### src/rtl/seq_stage_fetch.sv
// seq_stage_fetch
//   Instruction fetch stage. Owns the program counter, reads a synchronous
//   program memory and presents one 16-bit instruction per cycle (with its
//   address and a valid flag) to the combinational read/decode stage.
//   Absorbs downstream stall, jump-redirect and sticky halt requests.
//
// Parameters
//   ADDRESS_SIZE    : program-memory address width / PC width
//   NOP_INSTRUCTION : word driven on o_instruction when nothing valid is shown
//
// Ports
//   i_clk, i_rst_n  : clock (rising edge), asynchronous active-low reset
//   i_stall         : downstream cannot accept; hold all state
//   i_jump          : redirect fetch to i_jump_address, squash in-flight read
//   i_jump_address  : jump target
//   i_halt          : stop fetching; sticky until reset
//   o_pmem_address  : program-memory address (combinational from fetch PC)
//   o_pmem_en       : program-memory read enable
//   i_pmem_data     : program-memory read data, valid the cycle after a read
//   o_instruction   : registered instruction to the read stage
//   o_pc            : registered address of o_instruction
//   o_valid         : o_instruction is a real instruction
//   o_halted        : fetch is in the HALTED state
module seq_stage_fetch #(
  parameter int unsigned ADDRESS_SIZE    = 10,
  parameter logic [15:0] NOP_INSTRUCTION = 16'h0000
) (
  input  logic                    i_clk,
  input  logic                    i_rst_n,
  input  logic                    i_stall,
  input  logic                    i_jump,
  input  logic [ADDRESS_SIZE-1:0] i_jump_address,
  input  logic                    i_halt,
  output logic [ADDRESS_SIZE-1:0] o_pmem_address,
  output logic                    o_pmem_en,
  input  logic [15:0]             i_pmem_data,
  output logic [15:0]             o_instruction,
  output logic [ADDRESS_SIZE-1:0] o_pc,
  output logic                    o_valid,
  output logic                    o_halted
);

  typedef enum logic {
    RUN    = 1'b0,
    HALTED = 1'b1
  } state_t;

  state_t                  state,          state_next;
  logic [ADDRESS_SIZE-1:0] fetch_pc,       fetch_pc_next;
  logic                    inflight_valid, inflight_valid_next;
  logic [ADDRESS_SIZE-1:0] inflight_pc,    inflight_pc_next;
  logic [15:0]             instr_next;
  logic [ADDRESS_SIZE-1:0] pc_next;
  logic                    valid_next;

  assign o_pmem_address = fetch_pc;
  assign o_halted       = (state == HALTED);

  // A jump must read even while stalled so the redirect is not lost; the
  // squashed in-flight word is discarded by clearing inflight_valid. A plain
  // stall keeps the memory disabled so its output still holds the in-flight
  // word when the stall releases.
  assign o_pmem_en = (state == RUN) & ~i_halt & (i_jump | ~i_stall);

  always_ff @(posedge i_clk or negedge i_rst_n) begin
    if (!i_rst_n) begin
      state          <= RUN;
      fetch_pc       <= '0;
      inflight_valid <= 1'b0;
      inflight_pc    <= '0;
      o_instruction  <= NOP_INSTRUCTION;
      o_pc           <= '0;
      o_valid        <= 1'b0;
    end else begin
      state          <= state_next;
      fetch_pc       <= fetch_pc_next;
      inflight_valid <= inflight_valid_next;
      inflight_pc    <= inflight_pc_next;
      o_instruction  <= instr_next;
      o_pc           <= pc_next;
      o_valid        <= valid_next;
    end
  end

  // Priority inside RUN: halt > jump > stall > advance. HALTED holds everything.
  always_comb begin
    state_next          = state;
    fetch_pc_next       = fetch_pc;
    inflight_valid_next = inflight_valid;
    inflight_pc_next    = inflight_pc;
    instr_next          = o_instruction;
    pc_next             = o_pc;
    valid_next          = o_valid;

    unique case (state)
      RUN: begin
        if (i_halt) begin
          state_next          = HALTED;
          inflight_valid_next = 1'b0;
          valid_next          = 1'b0;
          instr_next          = NOP_INSTRUCTION;
        end else if (i_jump) begin
          fetch_pc_next       = i_jump_address;
          inflight_valid_next = 1'b0;
          valid_next          = 1'b0;
          instr_next          = NOP_INSTRUCTION;
        end else if (!i_stall) begin
          inflight_valid_next = 1'b1;
          inflight_pc_next    = fetch_pc;
          fetch_pc_next       = fetch_pc + ADDRESS_SIZE'(1);
          valid_next          = inflight_valid;
          pc_next             = inflight_pc;
          instr_next          = inflight_valid ? i_pmem_data : NOP_INSTRUCTION;
        end
      end
      HALTED: begin
        state_next = HALTED;
      end
      default: begin
        state_next = RUN;
      end
    endcase
  end

endmodule

### config.mk
export PLATFORM = sky130hd
export DESIGN_NAME = seq_stage_fetch
export DESIGN_NICKNAME = d
export VERILOG_FILES = /design/src/rtl/seq_stage_fetch.sv
export SDC_FILE = /design/constraint.sdc
export NUM_CORES = 1
export LEC_CHECK = 0
export ABC_AREA = 1
export CAP_MARGIN = 20
export CORE_UTILIZATION = 46
export CTS_BUF_LIST = sky130_fd_sc_hd__clkbuf_16
export CTS_CLUSTER_SIZE = 10
export DETAILED_ROUTE_END_ITERATION = 6
export GPL_TIMING_DRIVEN = 0
export PLACE_DENSITY = 0.85
export SETUP_SLACK_MARGIN = 0.5
export SLEW_MARGIN = 25
export SYNTH_ARGS = -nofsm -noshare
export SYNTH_HDL_FRONTEND = slang
export SYNTH_SLANG_ARGS = --single-unit
### constraint.sdc
create_clock -name i_clk -period 1.5 [get_ports i_clk]
set_input_delay 0.15 -clock i_clk [delete_from_list [all_inputs] [get_ports i_clk]]
set_output_delay 0.15 -clock i_clk [all_outputs]
set_load 0.01 [all_outputs]
Word level (Yosys, flattened, before mapping)

Index checks and enable logic that the tools add are counted.

Flip-flop bits (word level): 49
Input bits: 31
Logic and storage cells: 34

Add/sub/neg operators: 1
Equal/unequal tests: 2
Mux-type cells: 14
Bitwise gates (word level): 7
Reduce and logical (&&, ||, !) cells: 3

Operators with widths:

| kind                    | number |
|---|---|
| $mux W16                | 4 |
| $mux W10                | 2 |
| $add A10 B1 Y10 const B | 1 |
| $mux W1                 | 7 |
| $not A1 Y1              | 4 |
| $reduce_and A4 Y1       | 1 |
| $ne A3 B1 Y1 const B    | 1 |
| $reduce_and A3 Y1       | 1 |
| $and A1 B1 Y1           | 2 |
| $ne A2 B1 Y1 const B    | 1 |
| $pmux W1 S2             | 1 |
| $reduce_and A2 Y1       | 1 |
| $or A1 B1 Y1            | 1 |

Logic depth before layout (Yosys ltp)

Depth in word-level cells: 4
Mapped depth: 8

Least setup slack after synthesis

OpenSTA, ideal clock, no wires.

Path type: reg-to-reg
Start point: register state (netlist: o_halted)
End point: register fetch_pc[5] (netlist: o_pmem_address[5])
Library setup time: 0.113 ns
Data arrival time: 1.127 ns
Path slack: 0.260 ns
Cell stages (with the launch flop): 8
Path buffers: 1
Clock period less this slack: 1.240 ns
Cell sequence: dfrtp_1 > nor2_1 > inv_1 > a21oi_2 > buf_2 > nand2_1 > nand2_1 > inv_1

Word-level cells in the longest chain between the ends: 2

Ends and longest elaborated chain:

| what                               | line | source |
|---|---|---|
| start, declared                    | 48   | `state_t state, state_next;` |
| start signal, assigned             | 75   | `state <= state_next;` |
| $not A1 Y1 (no source line)        | n/a  |  |
| $reduce_and A3 Y1 (no source line) | n/a  |  |
| end signal, assigned               | 76   | `fetch_pc <= fetch_pc_next;` |
| end, declared                      | 49   | `logic [ADDRESS_SIZE-1:0] fetch_pc, fetch_pc_next;` |

Every way passes these cells.
A chain may end at the register's enable or synchronous reset.

Worst setup path in the final report

Start point: register state (netlist: o_halted)
End point: register inflight_pc[0]

Word-level cells in the longest chain between the ends: 2

Ends and longest elaborated chain:

| what                               | line | source |
|---|---|---|
| $not A1 Y1 (no source line)        | n/a  |  |
| $reduce_and A4 Y1 (no source line) | n/a  |  |
| end signal, assigned               | 78   | `inflight_pc <= inflight_pc_next;` |
| end, declared                      | 51   | `logic [ADDRESS_SIZE-1:0] inflight_pc, inflight_pc_next;` |

Every way passes these cells.

==> summary.md <==
| Metric | Value |
|---|---|
| Outcome | completed |
| Synth Area per Inst | 8.39 um^2 |
| Die Area | 0.00502 mm^2 |
| CP Data Arrival Time | 1.70 ns |
| Yosys warning count | 0 |
| Min-delay src | i_jump |
| CTS tree | built |
| H-tree levels | 2 |
| Final setup violation count | 0 |
| Post-Syn Area | 0.00218 mm^2 |
| DRC violations left | 0 |
| P_leak | 0.00180 uW |
| Max VDD drop | 0.701 mV |
| Final net count | 411 |
| Most frequent cells in the layout | nand2_1, dfrtp_1, buf_2 |
| Final min period | 1.50 ns |
| Final std cells w/o fill | 432 |
| Average vias per placed instance | 5.78 |
| CP max FO | 6 |
| Place WS | -0.494 ns |
| Max Root-Sink Buffers | 2 |
| Number of global-route vias before repair | 2443 |
| CP startpoint kind | flop |
| CP endpoint kind | flop |
| Synthesized instance count | 260 |
| Detail Placement HPWL | 3640 um |
| Placed cell count | 381 |
| Worst min path class | in -> reg |
| Avg WL per Cell | 18.7 um |
| CTS Root Cell | clkbuf_16 |
| Worst reg2reg startpoint | o_halted$_DFF_PN0_ |
| Placed inst area | 0.00301 mm^2 |
| Total CTS buffers | 5 |
| Gr usage total | 30.0% |
| Distinct cells, synth | 20 |
| Max-Cap Viols | 0 |
| Tcrit/Tclk final | 99.7% |
| Register area share after synthesis | 56.2% |
| Chip width | 70.9 um |
| Finished Cell Area | 0.00361 mm^2 |
| Fin. Hold Viols | 0 |
| Critical setup path kind | reg -> reg |
| Setup tns final | 0 ns |
| Core Footprint | 0.00444 mm^2 |
| First-pass GRT wire length | 11600 um |
| CTS Sinks | 49 |
| Syn nets | 292 |
| Max_slew headroom | 58.8% |
| Final design utilization | 81.2% |
| Post-route ant nets | 0 |
| Power per cell area | 928 mW/mm^2 |
| DRT iter0 DRCs | 221 |
| Final worst slack | 0.00393 ns |
| Die Span Y | 70.9 um |
| ANT cells | 0 |
| DR vias | 2499 |
| Initial Util | 49.1% |
| Gpl congestion | 0.844 |
| Slew Limit Fails | 0 |
| Port-buffer cells | 69 |
| Fillers | 251 |
| Clock Pin Slew Worst Setup and Hold Paths | 0.06 ns |
| Commonest non-fill, non-tap cell in the layout | nand2_1 |
| Yosys reg bits | 49 |
| Worst Skew | 0.00229 ns |
| Clk Latency, worst-skew pair | 0.29 ns |
| WL final | 8070 um |
| # rows | 24 |
| I/O Pins | 70 |
| Fraction of layout cells with a size suffix above 1 | 37.6% |
| RSZ-0062 raised after global routing | true |
| Grt ovf | 0 |
| Synth-to-Final Area Change | 65.5% |
| Antenna violations before repair | 0 |
| Pin slew with the least headroom to its limit | 0.618 ns |
| First-pass DRT Iterations | 7 |
| Worst Setup SP | o_halted$_DFF_PN0_ |
| Crit path required time | 1.71 ns |
| Largest net degree at the start of global routing | 50 |
| Achievable Freq | 0.668 GHz |
## metal layers
metal	part of all wire, %	up-vias	track usage, %	wire, um
li1	-	1080	-	-
met1	36	1193	33.4	2920
met2	51	180	55.7	4100
met3	8.2	46	6.13	658
met4	4.9	0	12.2	393
met5	0	-	0	0
## registers in the layout, indices dropped and copies added (netlist names)
register and cells:
o_instruction 16, inflight_pc 10, o_valid 1, o_halted 1, o_pc 10, inflight_valid 1
o_pmem_address 10
## worst max-delay path, cell delays in order, from the launching register on
cell and delay (ns):
dfrtp_1 0.42, buf_4 0.16, a21oi_4 0.22, nand2_4 0.15, bufbuf_16 0.30, o21ai_1 0.15
## cell families after synthesis
| group | Yosys count | share of synthesized area [%] |
|---|---|---|
| simple gates | 121 | 23.3 |
| flops | 49 | 56.2 |
| compound gates | 46 | 11.8 |
| buf+inv | 43 | 8.09 |
| fa+ha+maj | 1 | 0.574 |
## power breakdown
group,leakage [uW],internal (uW),switching [uW],total [uW]
clock,0.0000687,604,476,1080
combinational,0.00111,333,397,729
sequential,0.000624,1440,103,1540
## repair_timing
action,CTS,global route
endpoints found under the hold margin,49,0
resized for setup,211,29
hold buffers,1,0
gates cloned,7,1
endpoints found under the setup margin,87,58
setup buffers,28,6
pin swaps,7,9
## path summary, 6_finish.rpt
check,to,slack (ns),depth (start not counted)
worst max-delay path,inflight_pc[0]$_DFFE_PN0P_,0.004,5
worst min-delay path,o_pmem_address[1]$_DFFE_PN0P_,0.34,3
worst max register to register,inflight_pc[0]$_DFFE_PN0P_,0.004,5
worst min register to register,o_pc[8]$_DFFE_PN0P_,0.46,2
max in group asynchronous,o_pmem_address[3]$_DFFE_PN0P_,0.63,2
min in group asynchronous,o_pc[5]$_DFFE_PN0P_,0.42,2
## area by class of cell
| cell class | count | area (um^2) | area share [%] |
|---|---|---|---|
| Buffer | 10 | 113 | 3.12 |
| Clock buffer | 5 | 125 | 3.47 |
| Clock inverter | 3 | 12.5 | 0.347 |
| Inverter | 33 | 130 | 3.60 |
| Multi-Input combinational cell | 170 | 952 | 26.4 |
| Sequential cell | 49 | 1230 | 34.1 |
| Tap cell | 52 | 65.1 | 1.80 |
| Timing Repair Buffer | 110 | 982 | 27.2 |
## cell usage after synthesis (all sizes together)
cell	count	share of area, %
nor2	21	4.0
buf	10	2.4
a21oi	10	3.3
nand3	26	6.0
a31oi	1	0.29
inv	33	5.7
dfrtp	49	56
nand4	2	0.57
ha	1	0.57
nand2	71	13
o22ai	1	0.29
o211ai	1	0.34
o21ai	33	7.6
nor3	1	0.23
## stage by stage
step           power (uW)  hold WS, ns
4_1_cts              3220        0.328
2_1_floorplan        1780       -0.146
5_1_grt              3470        0.382
3_5_place_dp         2120        0.201
3_3_place_gp         2100        0.457
6_report             3350        0.338
Note: power is estimated with default switching activity, not from simulation.
